## config.mk

```make
export PLATFORM = sky130hd
export DESIGN_NAME = msg_burst_sequencer_flat
export DESIGN_NICKNAME = d
export VERILOG_FILES = /design/src/rtl/msg_burst_sequencer_pkg.sv /design/src/rtl/msg_burst_sequencer_if.sv /design/src/rtl/msg_burst_sequencer_button_conditioner.sv /design/src/rtl/msg_burst_sequencer.sv /design/src/flat_wrapper.sv
export SDC_FILE = /design/constraint.sdc
export NUM_CORES = 1
export LEC_CHECK = 0
export ABC_AREA = 1
export BUFFER_PORTS_ARGS = -buffer_cell sky130_fd_sc_hd__buf_4
export CAP_MARGIN = 5
export CORE_MARGIN = 4
export CORE_UTILIZATION = 33
export CTS_CLUSTER_SIZE = 14
export DETAILED_ROUTE_END_ITERATION = 7
export GPL_ROUTABILITY_DRIVEN = 0
export GPL_TIMING_DRIVEN = 0
export RECOVER_POWER = 50
export SLEW_MARGIN = 20
export SYNTH_ARGS = -nofsm -noshare
export SYNTH_HDL_FRONTEND = slang
export SYNTH_SLANG_ARGS = --single-unit
```

## constraint.sdc

```tcl
create_clock -name clk -period 1.6 [get_ports clk]
set_input_delay 0.08 -clock clk [delete_from_list [all_inputs] [get_ports clk]]
set_output_delay 0.08 -clock clk [all_outputs]
set_load 0.03 [all_outputs]
```

## src/rtl/msg_burst_sequencer_pkg.sv

```systemverilog
// msg_seq_pkg: shared types and the message table for msg_burst_sequencer.
// Each table entry is a type bit plus a pulse count; msg_lookup() returns an
// all-zero entry (num = 0, clear pulse only) for indices past the table.
package msg_seq_pkg;

  localparam int TBL_DEPTH = 4;
  localparam int TBL_NUM_W = 4;
  localparam int TBL_IDX_W = $clog2(TBL_DEPTH);

  typedef enum logic [1:0] {
    ST_IDLE  = 2'd0,
    ST_CLEAR = 2'd1,
    ST_BURST = 2'd2,
    ST_DONE  = 2'd3
  } seq_state_e;

  typedef struct packed {
    logic                 msg_type;
    logic [TBL_NUM_W-1:0] num;
  } msg_t;

  // Entry 0 sits in the low slice: {0,3}, {1,5}, {0,0}, {1,15}
  localparam msg_t [TBL_DEPTH-1:0] MSG_TABLE = {
    msg_t'{msg_type: 1'b1, num: 4'd15},
    msg_t'{msg_type: 1'b0, num: 4'd0},
    msg_t'{msg_type: 1'b1, num: 4'd5},
    msg_t'{msg_type: 1'b0, num: 4'd3}
  };

  function automatic msg_t msg_lookup(input logic [31:0] idx);
    msg_t r;
    r = '0;
    if (idx < 32'(TBL_DEPTH)) r = MSG_TABLE[idx[TBL_IDX_W-1:0]];
    return r;
  endfunction

endpackage

```

## src/rtl/msg_burst_sequencer_if.sv

```systemverilog
// msg_burst_sequencer_if: button input and counter/decoder outputs of the
// sequencer. The sequencer takes the master side; the board/bench the slave.
interface msg_burst_sequencer_if #(
  parameter int NUM_W = 4,
  parameter int IDX_W = 2
);
  logic             next_msg;
  logic             cclr_neg;
  logic             clk_out;
  logic             msg_enable;
  logic             msg_type;
  logic [NUM_W-1:0] num;
  logic [IDX_W-1:0] msg_idx;
  logic             busy;

  modport master (
    input  next_msg,
    output cclr_neg, clk_out, msg_enable, msg_type, num, msg_idx, busy
  );

  modport slave (
    output next_msg,
    input  cclr_neg, clk_out, msg_enable, msg_type, num, msg_idx, busy
  );
endinterface

```

## src/rtl/msg_burst_sequencer_button_conditioner.sv

```systemverilog
// button_conditioner: 2-flop synchronizer, optional debounce, rising-edge
// detect. o_req is a registered single-cycle pulse.
// Optional feature: MSG_SEQ_DEBOUNCE_EN adds a DEB_CYC-cycle stability filter.
// After reset a short warm-up shift register holds off edge detection until
// the synchronizer (and debounce level) reflect the real pin, so a button
// held through reset release never produces a request.
module button_conditioner #(
  parameter int DEB_CYC = 8
) (
  input  logic clk,
  input  logic rst_neg,
  input  logic i_btn,
  output logic o_req
);

  logic [1:0] r_sync;
  logic [3:0] r_warm;
  logic       r_prev;
  logic       r_req;
  logic       w_lvl;

  // two-flop synchronizer on the asynchronous button
  always_ff @(posedge clk) begin
    if (!rst_neg) r_sync <= '0;
    else          r_sync <= {r_sync[0], i_btn};
  end

  // warm-up pipe: bit k set k+1 cycles after reset release
  always_ff @(posedge clk) begin
    if (!rst_neg) r_warm <= '0;
    else          r_warm <= {r_warm[2:0], 1'b1};
  end

`ifdef MSG_SEQ_DEBOUNCE_EN
  localparam int CNT_W = (DEB_CYC > 1) ? $clog2(DEB_CYC) : 1;

  logic             r_deb;
  logic [CNT_W-1:0] r_deb_cnt;

  // level updates only after DEB_CYC consecutive samples at the new value;
  // during warm-up it tracks the synchronizer directly
  always_ff @(posedge clk) begin
    if (!rst_neg) begin
      r_deb     <= 1'b0;
      r_deb_cnt <= '0;
    end else if (!r_warm[2]) begin
      r_deb     <= r_sync[1];
      r_deb_cnt <= '0;
    end else if (r_sync[1] != r_deb) begin
      if (r_deb_cnt == CNT_W'(DEB_CYC - 1)) begin
        r_deb     <= r_sync[1];
        r_deb_cnt <= '0;
      end else begin
        r_deb_cnt <= r_deb_cnt + 1'b1;
      end
    end else begin
      r_deb_cnt <= '0;
    end
  end

  assign w_lvl = r_deb;
`else
  logic w_unused_deb;
  assign w_unused_deb = ^DEB_CYC;
  assign w_lvl        = r_sync[1];
`endif

  // registered rising-edge detect, gated until the history flop is valid
  always_ff @(posedge clk) begin
    if (!rst_neg) begin
      r_prev <= 1'b0;
      r_req  <= 1'b0;
    end else begin
      r_prev <= w_lvl;
      r_req  <= w_lvl & ~r_prev & r_warm[3];
    end
  end

  assign o_req = r_req;

endmodule

```

## src/rtl/msg_burst_sequencer.sv

```systemverilog
// msg_burst_sequencer: each accepted button press plays the next message
// table entry: a CLR_CYC-cycle low pulse on cclr_neg, then num pulses on
// clk_out (DIV high / DIV low) framed by msg_enable, then one DONE cycle
// that advances msg_idx. Presses while busy are dropped.
// Optional feature: MSG_SEQ_DEBOUNCE_EN (debounce in button_conditioner).
module msg_burst_sequencer
  import msg_seq_pkg::*;
#(
  parameter int NUM_MSGS = 4,
  parameter int NUM_W    = 4,
  parameter int DIV      = 4,
  parameter int CLR_CYC  = 2,
  parameter int DEB_CYC  = 8
) (
  input  logic                  clk,
  input  logic                  rst_neg,
  msg_burst_sequencer_if.master bus
);

  localparam int IDX_W = $clog2(NUM_MSGS);
  localparam int DIV_W = (DIV > 1) ? $clog2(DIV) : 1;
  localparam int CLR_W = (CLR_CYC > 1) ? $clog2(CLR_CYC) : 1;

  localparam logic [1:0] S_IDLE  = 2'(ST_IDLE);
  localparam logic [1:0] S_CLEAR = 2'(ST_CLEAR);
  localparam logic [1:0] S_BURST = 2'(ST_BURST);
  localparam logic [1:0] S_DONE  = 2'(ST_DONE);

  logic [1:0]       r_state;
  logic [CLR_W-1:0] r_clr_cnt;
  logic [DIV_W-1:0] r_div_cnt;
  logic [NUM_W-1:0] r_pulse_cnt;
  logic             r_cclr_neg;
  logic             r_clk_out;
  logic             r_msg_enable;
  logic             r_msg_type;
  logic [NUM_W-1:0] r_num;
  logic [IDX_W-1:0] r_msg_idx;
  logic             r_busy;

  logic             w_req;
  msg_t             w_entry;
  logic [NUM_W-1:0] w_entry_num;
  logic             w_last_pulse;
  logic [IDX_W-1:0] w_idx_next;

  button_conditioner #(.DEB_CYC(DEB_CYC)) u_btn (
    .clk     (clk),
    .rst_neg (rst_neg),
    .i_btn   (bus.next_msg),
    .o_req   (w_req)
  );

  assign w_entry      = msg_lookup(32'(r_msg_idx));
  assign w_entry_num  = NUM_W'(w_entry.num);
  assign w_last_pulse = (r_pulse_cnt == r_num - 1'b1);
  assign w_idx_next   = (r_msg_idx == IDX_W'(NUM_MSGS - 1)) ? '0 : r_msg_idx + 1'b1;

  // sequencer FSM; every output is a flop updated here
  always_ff @(posedge clk) begin
    if (!rst_neg) begin
      r_state      <= S_IDLE;
      r_clr_cnt    <= '0;
      r_div_cnt    <= '0;
      r_pulse_cnt  <= '0;
      r_cclr_neg   <= 1'b1;
      r_clk_out    <= 1'b0;
      r_msg_enable <= 1'b0;
      r_msg_type   <= 1'b0;
      r_num        <= '0;
      r_msg_idx    <= '0;
      r_busy       <= 1'b0;
    end else begin
      case (r_state)
        S_IDLE: begin
          if (w_req) begin
            r_state    <= S_CLEAR;
            r_cclr_neg <= 1'b0;
            r_busy     <= 1'b1;
            r_clr_cnt  <= '0;
            r_msg_type <= w_entry.msg_type;
            r_num      <= w_entry_num;
          end
        end
        S_CLEAR: begin
          if (r_clr_cnt == CLR_W'(CLR_CYC - 1)) begin
            // clear ends and the first pulse starts on the same edge
            r_cclr_neg  <= 1'b1;
            r_div_cnt   <= '0;
            r_pulse_cnt <= '0;
            if (r_num == '0) begin
              r_state <= S_DONE;
            end else begin
              r_state      <= S_BURST;
              r_msg_enable <= 1'b1;
              r_clk_out    <= 1'b1;
            end
          end else begin
            r_clr_cnt <= r_clr_cnt + 1'b1;
          end
        end
        S_BURST: begin
          if (r_div_cnt == DIV_W'(DIV - 1)) begin
            r_div_cnt <= '0;
            if (r_clk_out) begin
              r_clk_out <= 1'b0;
            end else if (w_last_pulse) begin
              // low phase of the final pulse complete
              r_msg_enable <= 1'b0;
              r_state      <= S_DONE;
            end else begin
              r_clk_out   <= 1'b1;
              r_pulse_cnt <= r_pulse_cnt + 1'b1;
            end
          end else begin
            r_div_cnt <= r_div_cnt + 1'b1;
          end
        end
        S_DONE: begin
          r_msg_idx <= w_idx_next;
          r_busy    <= 1'b0;
          r_state   <= S_IDLE;
        end
        default: r_state <= S_IDLE;
      endcase
    end
  end

  assign bus.cclr_neg   = r_cclr_neg;
  assign bus.clk_out    = r_clk_out;
  assign bus.msg_enable = r_msg_enable;
  assign bus.msg_type   = r_msg_type;
  assign bus.num        = r_num;
  assign bus.msg_idx    = r_msg_idx;
  assign bus.busy       = r_busy;

endmodule

```

## src/flat_wrapper.sv

```systemverilog
// flat-port wrapper written by rule: the top's interface ports become plain ports
module msg_burst_sequencer_flat import msg_seq_pkg::*;
#(
  parameter int NUM_MSGS = 4,
  parameter int NUM_W    = 4,
  parameter int DIV      = 4,
  parameter int CLR_CYC  = 2,
  parameter int DEB_CYC  = 8
)
  (clk, rst_neg, bus_next_msg, bus_cclr_neg, bus_clk_out, bus_msg_enable, bus_msg_type, bus_num, bus_msg_idx, bus_busy);
  msg_burst_sequencer_if #(.NUM_W(NUM_W), .IDX_W((2))) bus_i ();
  input  logic clk;
  input  logic rst_neg;
  input wire logic [$bits(bus_i.next_msg)-1:0] bus_next_msg;
  output wire logic [$bits(bus_i.cclr_neg)-1:0] bus_cclr_neg;
  output wire logic [$bits(bus_i.clk_out)-1:0] bus_clk_out;
  output wire logic [$bits(bus_i.msg_enable)-1:0] bus_msg_enable;
  output wire logic [$bits(bus_i.msg_type)-1:0] bus_msg_type;
  output wire logic [$bits(bus_i.num)-1:0] bus_num;
  output wire logic [$bits(bus_i.msg_idx)-1:0] bus_msg_idx;
  output wire logic [$bits(bus_i.busy)-1:0] bus_busy;
  assign bus_i.next_msg = bus_next_msg;
  assign bus_cclr_neg = bus_i.cclr_neg;
  assign bus_clk_out = bus_i.clk_out;
  assign bus_msg_enable = bus_i.msg_enable;
  assign bus_msg_type = bus_i.msg_type;
  assign bus_num = bus_i.num;
  assign bus_msg_idx = bus_i.msg_idx;
  assign bus_busy = bus_i.busy;
  msg_burst_sequencer #(.NUM_MSGS(NUM_MSGS), .NUM_W(NUM_W), .DIV(DIV), .CLR_CYC(CLR_CYC), .DEB_CYC(DEB_CYC)) u_core (.clk(clk), .rst_neg(rst_neg), .bus(bus_i));
endmodule
```

==> results.json, run 1 <==
{
  "status": "finished clean",
  "cts.sinks": 27,
  "firstDrtPassIters": 4,
  "layout_commonest_cell": "nand2_1",
  "timing.hold.ws_ns": 0.388,
  "r2r_slack_ns": 0.1,
  "grt_usage_pct": 11.0,
  "hold_class": "flop to flop",
  "finalHoldViolations": 0,
  "ir_worst_vdd_mv": 0.504,
  "worstPathCellList": "inv_1 -> ha_2 -> inv_4 -> nor2_4 -> inv_2 -> nand2_1 -> nor3b_4 -> nand3_1 -> a21oi_2",
  "maxCapViolations": 0,
  "crit_path_start_kind": "flop",
  "port_buffers": 13,
  "worst_path_largest_cell_delay_ns": 0.38,
  "routedWlPerCell_um": 10.7,
  "syn_nets": 196,
  "dp_hpwl_um": 2040,
  "nNetsFinal": 221,
  "vias_per_cell": 4.52,
  "htreeDepth": 1,
  "pin_count": 14,
  "grt_max_degree": 18,
  "crit_arrival_ns": 1.72,
  "critPathMaxFanout": 5,
  "fmax_mhz": 666,
  "cts_tree": "yes",
  "ant_nets": 0,
  "tightest_slew_ns": 0.415,
  "diodes": 0,
  "cp.required_ns": 1.81,
  "synthesis.area_um2": 1390,
  "grt_overflow": 0,
  "postSynthAreaPerCell_um2": 7.56,
  "fin_worst_skew_ns": 0.00238,
  "synth-edff-count": 0,
  "synth_warnings": 0,
  "drtIter0Drc": 39,
  "setup_viol": 0,
  "cts_made_buffers": 3,
  "drive_gt1_share_pct": 30.3,
  "antenna_found_initial": 0,
  "yosysUniqueCellTypes": 25,
  "finalMaxSlewViolations": 0,
  "cts_root_buf": "clkbuf_8",
  "fin_cells": 258,
  "period_share_pct": 93.8,
  "grt_first_pass_wirelength_um": 4540,
  "ys_seq_area_share_pct": 38.8,
  "relSlewSlack_pct": 72.4,
  "final_cell_mix": "37 x nand2_1, 23 x dfxtp_1, 20 x inv_1",
  "wirelength_um": 2750,
  "clk_pin_slew_worst_paths_ns": 0.10,
  "ctsLongestPathBuffers": 2,
  "synth_cells": 184,
  "async_reset_ff_share_pct": 0,
  "ys.flop_type": "dfxtp_1",
  "area_growth_pct": 23.2,
  "dp.cells": 247,
  "powerDensity_nw_per_um2": 1370,
  "rsz0062_at_grt": "true",
  "crit_slowest_cell": "dfxtp_4",
  "vias": 1166,
  "die_area_um2": 5320,
  "critPathKind": "flop to flop",
  "p_leak_nw": 0.768,
  "core-area_um2": 4030,
  "die_y_um": 72.9,
  "end_kind": "flop",
  "min_period_ns": 1.50,
  "rows": 23,
  "die_w_um": 72.9,
  "drcViolationCount": 0,
  "fin_util_pct": 42.5,
  "clock_latency_ns": 0.28,
  "grt_pass1_vias": 1008,
  "ys_ff_latch": 27,
  "start_util_pct": 34.5
}
==> kinds of logic (layout without fill, tap and decap cells) <==
| kind of cell | count (synthesis) | count (layout) | share of synthesized area [%] |
|---|---|---|---|
| compound gates | 28 | 28 | 11.2 |
| fa+ha+maj | 9 | 9 | 8.09 |
| flops | 27 | 27 | 38.8 |
| buf+inv | 35 | 59 | 11.0 |
| simple gates | 85 | 85 | 30.8 |
==> cell type report <==
| cell class | instances | area (um^2) |
|---|---|---|
| well taps | 50 | 62.6 |
| clock inverters | 1 | 8.76 |
| multi-input cells | 122 | 763 |
| plain buffers | 5 | 37.5 |
| flip-flops and latches | 27 | 553 |
| repair buffers | 20 | 125 |
| fillers | 439 | 2310 |
| inverters | 30 | 123 |
| clock buffers | 3 | 41.3 |
==> metrics by stage <==
| stage | area, um^2 | power [W] | worst slack [ns] | setup TNS [ns] |
|---|---|---|---|---|
| final | 1710 | 0.00235 | 0.0987 | 0 |
| after global routing | 1710 | 0.00255 | -0.0210 | -0.0325 |
| after CTS | 1650 | 0.00228 | 0.00000211 | 0 |
| after detailed placement | 1560 | 0.00183 | -0.0283 | -0.0782 |
| after global placement | 1560 | 0.00182 | -0.0326 | -0.0794 |
| after floorplan | 1400 | 0.00163 | 0.0266 | 0 |
==> cells in the mapped netlist, types with 3 or more instances <==
cell | n | area [um^2]
a21oi_1 | 14 | 70.1
buf_4 | 3 | 22.5
o21ai_0 | 9 | 45.0
ha_1 | 9 | 113
dfxtp_1 | 27 | 541
inv_1 | 22 | 82.6
nor2_2 | 7 | 43.8
nand3_1 | 9 | 45.0
inv_2 | 7 | 26.3
nand2_2 | 7 | 43.8
nand2_1 | 42 | 158
nand4_1 | 4 | 25.0
nor2_1 | 8 | 30.0
==> critical path, delay by kind of cell, from the launching register on <==
family,cells,cell delay (ns)
AO/OA/AOI/OAI,1,0.15
adder cells (fa/ha/maj),1,0.20
AND/OR/NAND/NOR,4,0.50
buffers and inverters,3,0.20
flip-flops,1,0.38
==> what timing repair did <==
item	in CTS	in global routing
setup buffers	1	4
gates resized for setup	3	21
pin swaps	1	9
hold buffers	2	0
endpoints found under the setup margin	5	8
hold endpoints to repair	2	0
==> power breakdown <==
| group | switching, W | total (W) | internal (W) | leakage, nW |
|---|---|---|---|---|
| registers | 0.000128 | 0.000931 | 0.000803 | 0.222 |
| clock network | 0.000240 | 0.000423 | 0.000183 | 0.0261 |
| logic | 0.000616 | 0.000999 | 0.000383 | 0.520 |
| total | 0.000984 | 0.00235 | 0.00137 | 0.768 |
==> registers in the layout, summed over array words and instances, names as in the netlist <==
| signal | cells |
|---|---|
| u_core.bus.cclr_neg | 1 |
| u_core.r_pulse_cnt | 4 |
| u_core.bus.num | 4 |
| u_core.bus.msg_enable | 1 |
| u_core.bus.busy | 1 |
| u_core.r_state | 2 |
| u_core.r_div_cnt | 2 |
| u_core.bus.msg_idx | 2 |
| u_core.bus.clk_out | 1 |
| u_core.r_clr_cnt | 1 |
| u_core.u_btn.r_sync | 2 |
| u_core.u_btn.r_warm | 4 |
| u_core.u_btn.o_req | 1 |
| u_core.u_btn.r_prev | 1 |
==> metal layers <==
layer / GRT usage [%] / up-vias / share of wire, %
li1: - / 634 / -
met1: 15.3 / 516 / 51
met2: 16.8 / 14 / 43
met3: 3.03 / 2 / 4.4
met4: 3.07 / 0 / 0.84
met5: 0 / - / 0
==> worst paths after layout <==
check                                 start                              to  cells after the start
min          u_core.u_btn.r_prev$_SDFF_PN0_   u_core.u_btn.o_req$_SDFF_PN0_                      1
max reg2reg  u_core.r_state[1]$_SDFFE_PN0P_  u_core.r_state[0]$_SDFFE_PN0P_                      9
min reg2reg  u_core.u_btn.r_prev$_SDFF_PN0_   u_core.u_btn.o_req$_SDFF_PN0_                      1
max          u_core.r_state[1]$_SDFFE_PN0P_  u_core.r_state[0]$_SDFFE_PN0P_                      9
Note: power is estimated with default switching activity, not from simulation.
==> inputs of run 2 (changes only) <==
CORE_ASPECT_RATIO = 1.75   (was unset)
PLACE_DENSITY = 0.53   (was unset)
==> run 2 against run 1 <==
  * Critical path depth down 2
  * Worst hold slack got worse by 0.0014 ns
  * Cell count grew 0.39%
  * Critical path type unchanged
  * Via count is 3.7% higher
  * Maximum frequency is 1.6% lower
  * Sequential share of layout area is 0.42 points lower
==> results.json, run 2 (synthesized netlist as in run 1, its figures left out) <==
{
  "clk_pin_slew_worst_paths_ns": 0.09,
  "cts_made_buffers": 3,
  "fin_worst_skew_ns": 0.00595,
  "powerDensity_nw_per_um2": 1370,
  "crit_slowest_cell": "dfxtp_4",
  "min_period_ns": 1.53,
  "drtIter0Drc": 22,
  "routedWlPerCell_um": 11.6,
  "crit_path_start_kind": "flop",
  "dp.cells": 246,
  "fmax_mhz": 655,
  "rr_endpoint": "u_core.r_state[1]$_SDFFE_PN0P_",
  "tightest_slew_ns": 0.509,
  "diodes": 0,
  "nNetsFinal": 223,
  "rsz0062_at_grt": "true",
  "final_cell_mix": "32 x nand2_1, 23 x dfxtp_1, 17 x inv_1, 17 x nand2_2, 14 x buf_4",
  "end_kind": "flop",
  "final.setup.tns_ns": 0,
  "reg2reg_from": "u_core.r_state[0]$_SDFFE_PN0P_",
  "htreeDepth": 1,
  "clock_latency_ns": 0.27,
  "critPathKind": "flop to flop",
  "p_leak_nw": 0.773,
  "worst_path_largest_cell_delay_ns": 0.39,
  "firstDrtPassIters": 4,
  "drcViolationCount": 0,
  "reg2reg_depth": 7,
  "hp-start": "u_core.u_btn.r_prev$_SDFF_PN0_",
  "worstPathCellList": "inv_2 -> ha_1 -> buf_6 -> nand2_2 -> nor3b_4 -> nand3_1 -> a21oi_2",
  "die_area_um2": 5360,
  "vias": 1209,
  "fin_util_pct": 42.2,
  "ant_nets": 0,
  "hold_class": "flop to flop",
  "port_buffers": 13,
  "area_growth_pct": 24.8,
  "fin_cells": 259,
  "ctsLongestPathBuffers": 2,
  "core-area_um2": 4110,
  "cp.required_ns": 1.81,
  "grt_usage_pct": 12.1,
  "vias_per_cell": 4.67,
  "cts.sinks": 27,
  "antenna_found_initial": 0,
  "ir_worst_vdd_mv": 0.738,
  "finalHoldViolations": 0,
  "fin_area_um2": 1740,
  "wirelength_um": 2990,
  "cts_root_buf": "clkbuf_8",
  "start_util_pct": 33.8,
  "setup_viol": 0,
  "place_area_um2": 1560,
  "pin_count": 14,
  "status": "finished clean",
  "maxCapViolations": 0,
  "relSlewSlack_pct": 66.1,
  "period_share_pct": 95.4,
  "whs_endpoint": "u_core.u_btn.o_req$_SDFF_PN0_",
  "crit_arrival_ns": 1.73,
  "p_total_w": 0.00239,
  "die_y_um": 93.9,
  "cts_tree": "yes",
  "rows": 31,
  "grt_max_degree": 15,
  "drive_gt1_share_pct": 33.8,
  "finalMaxSlewViolations": 0,
  "grt_pass1_vias": 1187,
  "dp_hpwl_um": 2270,
  "grt_first_pass_wirelength_um": 5050,
  "grt_overflow": 0,
  "die_w_um": 57.1,
  "critPathMaxFanout": 7,
  "layout_commonest_cell": "nand2_1",
  "r2r_slack_ns": 0.07,
  "hold_depth": 1
}
-- run 2: changes by cell type in the layout (fill, tap and decap cells not counted), sizes merged --
cell / before / now
clkbuf: 12 / 14
inv: 31 / 30
buf: 14 / 15
-- run 2: cell type report --
| type | instances | area, um^2 |
|---|---|---|
| Buffer | 5 | 33.8 |
| Timing Repair Buffer | 22 | 140 |
| Clock buffer | 4 | 45.0 |
| Tap cell | 49 | 61.3 |
| Fill cell | 462 | 2370 |
| Inverter | 30 | 118 |
| Multi-Input combinational cell | 122 | 786 |
| Sequential cell | 27 | 553 |
-- run 2: how the worst max path moves through the flow --
| stage | from | endpoint | slack, ns | cells after the start |
|---|---|---|---|---|
| 2_1_floorplan | u_core.bus.num[0]$_SDFFE_PN0P_ | u_core.r_pulse_cnt[1]$_SDFFE_PN0P_ | 0.03 | 12 |
| 5_1_grt | u_core.bus.num[0]$_SDFFE_PN0P_ | u_core.r_state[0]$_SDFFE_PN0P_ | -0.05 | 11 |
| 3_5_place_dp | u_core.bus.num[0]$_SDFFE_PN0P_ | u_core.r_pulse_cnt[1]$_SDFFE_PN0P_ | -0.05 | 12 |
| 4_1_cts | u_core.r_state[0]$_SDFFE_PN0P_ | u_core.r_state[1]$_SDFFE_PN0P_ | 0.008 | 9 |
| 3_3_place_gp | u_core.bus.num[0]$_SDFFE_PN0P_ | u_core.r_pulse_cnt[1]$_SDFFE_PN0P_ | -0.05 | 12 |
| 6_report | u_core.r_state[0]$_SDFFE_PN0P_ | u_core.r_state[1]$_SDFFE_PN0P_ | 0.07 | 7 |
-- run 2: per-layer routing --
metal	share of wire, %	track usage [%]	up-vias
met2	57	22.9	14
met1	37	12.2	550
met3	2.2	1.51	9
met4	3.5	7.16	0
li1	-	-	636
met5	0	0	-
-- run 2: where the power goes --
group	switching, W	internal, W	leakage, nW	total (W)
combinational	0.000651	0.000406	0.528	0.00106
sequential	0.000139	0.000803	0.222	0.000942
clock	0.000209	0.000179	0.0228	0.000388
total	0.000999	0.00139	0.773	0.00239
-- run 2: per-stage QoR --
step,hold slack (ns),setup slack (ns)
after global routing,0.405,-0.0500
final,0.387,0.0739
after global placement,0.203,-0.0509
after detailed placement,0.202,-0.0539
after floorplan,0.108,0.0266
after CTS,0.394,0.00780
-- run 2: timing repair --
item	CTS	global route
pin swaps	1	14
setup endpoints to repair	6	8
gates resized for setup	4	27
buffers inserted	1	6
endpoints found under the hold margin	2	0
hold buffers	2	0
-- run 2: critical path, delay by kind of cell (launching register included) --
kind	cells	cell delay, ns
AND/OR/NAND/NOR	3	0.51
flip-flops	1	0.39
buffers and inverters	2	0.20
adder cells (fa/ha/maj)	1	0.20
AO/OA/AOI/OAI	1	0.15
==> inputs of run 3 (changes only) <==
CELL_PAD_IN_SITES_DETAIL_PLACEMENT = 1   (was unset)
CELL_PAD_IN_SITES_GLOBAL_PLACEMENT = 2   (was unset)
CORE_UTILIZATION = 30   (was 33)
PLACE_DENSITY = 0.76   (was 0.53)
==> run 3 against run 2 <==
  * Sequential power down 2.2%
  * Critical path depth rose by 3
  * Non-clock buffer count is 1 higher
  * Critical endpoint is now u_core.r_state[0]$_SDFFE_PN0P_
  * Via count increased by 2.0%
  * Core utilization shrank 3.4 points
  * Register-to-register slack lost 0.03 ns
==> results.json, run 3 (synthesized netlist as in run 1, its figures left out) <==
{
  "status": "finished clean",
  "dp.cells": 248,
  "grt_overflow": 0,
  "cts.sinks": 27,
  "clk_pin_slew_worst_paths_ns": 0.09,
  "drcViolationCount": 0,
  "finalHoldViolations": 0,
  "powerDensity_nw_per_um2": 1370,
  "rsz0062_at_grt": "true",
  "wirelength_um": 3400,
  "end_kind": "flop",
  "grt_max_degree": 15,
  "vias": 1233,
  "ctsLongestPathBuffers": 2,
  "maxCapViolations": 0,
  "cts_root_buf": "clkbuf_8",
  "grt_usage_pct": 13.1,
  "ant_nets": 0,
  "routedWlPerCell_um": 13.0,
  "pin_count": 14,
  "start_util_pct": 31.3,
  "cp.required_ns": 1.77,
  "drtIter0Drc": 13,
  "fin_cells": 262,
  "period_share_pct": 97.1,
  "worst_path_largest_cell_delay_ns": 0.34,
  "timing.hold.ws_ns": 0.382,
  "nNetsFinal": 224,
  "vias_per_cell": 4.71,
  "critPathKind": "flop to flop",
  "worstPathCellList": "buf_4 -> ha_2 -> inv_2 -> nor2_4 -> inv_2 -> nand2_2 -> nor3b_4 -> nand2_2 -> nand2_1 -> a21oi_2",
  "layout_commonest_cell": "nand2_1",
  "crit_path_start_kind": "flop",
  "port_buffers": 13,
  "rows": 32,
  "drive_gt1_share_pct": 32.7,
  "tightest_slew_ns": 0.436,
  "htreeDepth": 1,
  "die_area_um2": 5830,
  "final_cell_mix": "34 x nand2_1, 23 x dfxtp_1, 19 x inv_1",
  "setup_viol": 0,
  "critPathMaxFanout": 3,
  "final.setup.tns_ns": 0,
  "grt_pass1_vias": 1393,
  "finalMaxSlewViolations": 0,
  "grt_first_pass_wirelength_um": 6100,
  "cts_made_buffers": 3,
  "antenna_found_initial": 0,
  "die_w_um": 59.5,
  "dp_hpwl_um": 2650,
  "hold_class": "flop to flop",
  "worst_slack_ns": 0.0463,
  "die_y_um": 98.1,
  "crit_slowest_cell": "dfxtp_2",
  "min_period_ns": 1.55,
  "p_leak_nw": 0.782,
  "core-area_um2": 4440,
  "pre_cts_slack_ns": -0.0810,
  "area_growth_pct": 24.1,
  "diodes": 0,
  "relSlewSlack_pct": 70.9,
  "crit_arrival_ns": 1.72,
  "ir_worst_vdd_mv": 0.735,
  "cts_tree": "yes",
  "firstDrtPassIters": 3,
  "fin_worst_skew_ns": 0.00354,
  "clock_latency_ns": 0.28,
  "fmax_mhz": 644
}
## run 3: metrics by stage
stage               total power [W]  area (um^2)  utilization [%]
global route                0.00259         1730             38.9
detailed placement          0.00188         1560             35.1
global placement            0.00185         1560             35.1
CTS                         0.00232         1670             37.6
floorplan                   0.00163         1400                -
finish                      0.00237         1730             38.9
## run 3: routing by layer
metal | track usage, % | vias up | share of wire [%]
li1 | - | 632 | -
met1 | 13.3 | 588 | 37
met5 | 0 | - | 0
met2 | 25.1 | 8 | 59
met3 | 2.12 | 5 | 1.8
met4 | 5.06 | 0 | 1.7
## run 3: path summary, 6_finish.rpt
path | slack (ns) | depth (start not counted) | from | end
setup / recovery | 0.05 | 10 | u_core.r_state[0]$_SDFFE_PN0P_ | u_core.r_state[0]$_SDFFE_PN0P_
hold / removal | 0.38 | 1 | u_core.u_btn.r_prev$_SDFF_PN0_ | u_core.u_btn.o_req$_SDFF_PN0_
setup reg to reg | 0.05 | 10 | u_core.r_state[0]$_SDFFE_PN0P_ | u_core.r_state[0]$_SDFFE_PN0P_
hold reg to reg | 0.38 | 1 | u_core.u_btn.r_prev$_SDFF_PN0_ | u_core.u_btn.o_req$_SDFF_PN0_
## run 3: cell type report
type / count / area [um^2]
flip-flops and latches: 27 / 551
fillers: 557 / 2720
plain buffers: 5 / 37.5
well taps: 51 / 63.8
inverters: 30 / 120
repair buffers: 23 / 151
clock buffers: 4 / 45.0
multi-input cells: 122 / 758
## run 3: critical path, delay by kind of cell, from the launching register on
family	cells	cell delay, ns
buf+inv	3	0.31
simple gates	5	0.54
compound gates	1	0.05
fa+ha+maj	1	0.20
flops	1	0.34
## run 3: what timing repair did
action | CTS | global route
resized for setup | 6 | 17
hold buffers | 2 | 0
endpoints found under the setup margin | 7 | 8
setup buffers | 3 | 5
pin swaps | 3 | 13
endpoints found under the hold margin | 2 | 0
## run 3: power by group
part,leakage (nW),switching [W],internal (W)
Clock,0.0228,0.000218,0.000179
Sequential,0.222,0.000124,0.000797
Combinational,0.538,0.000659,0.000394
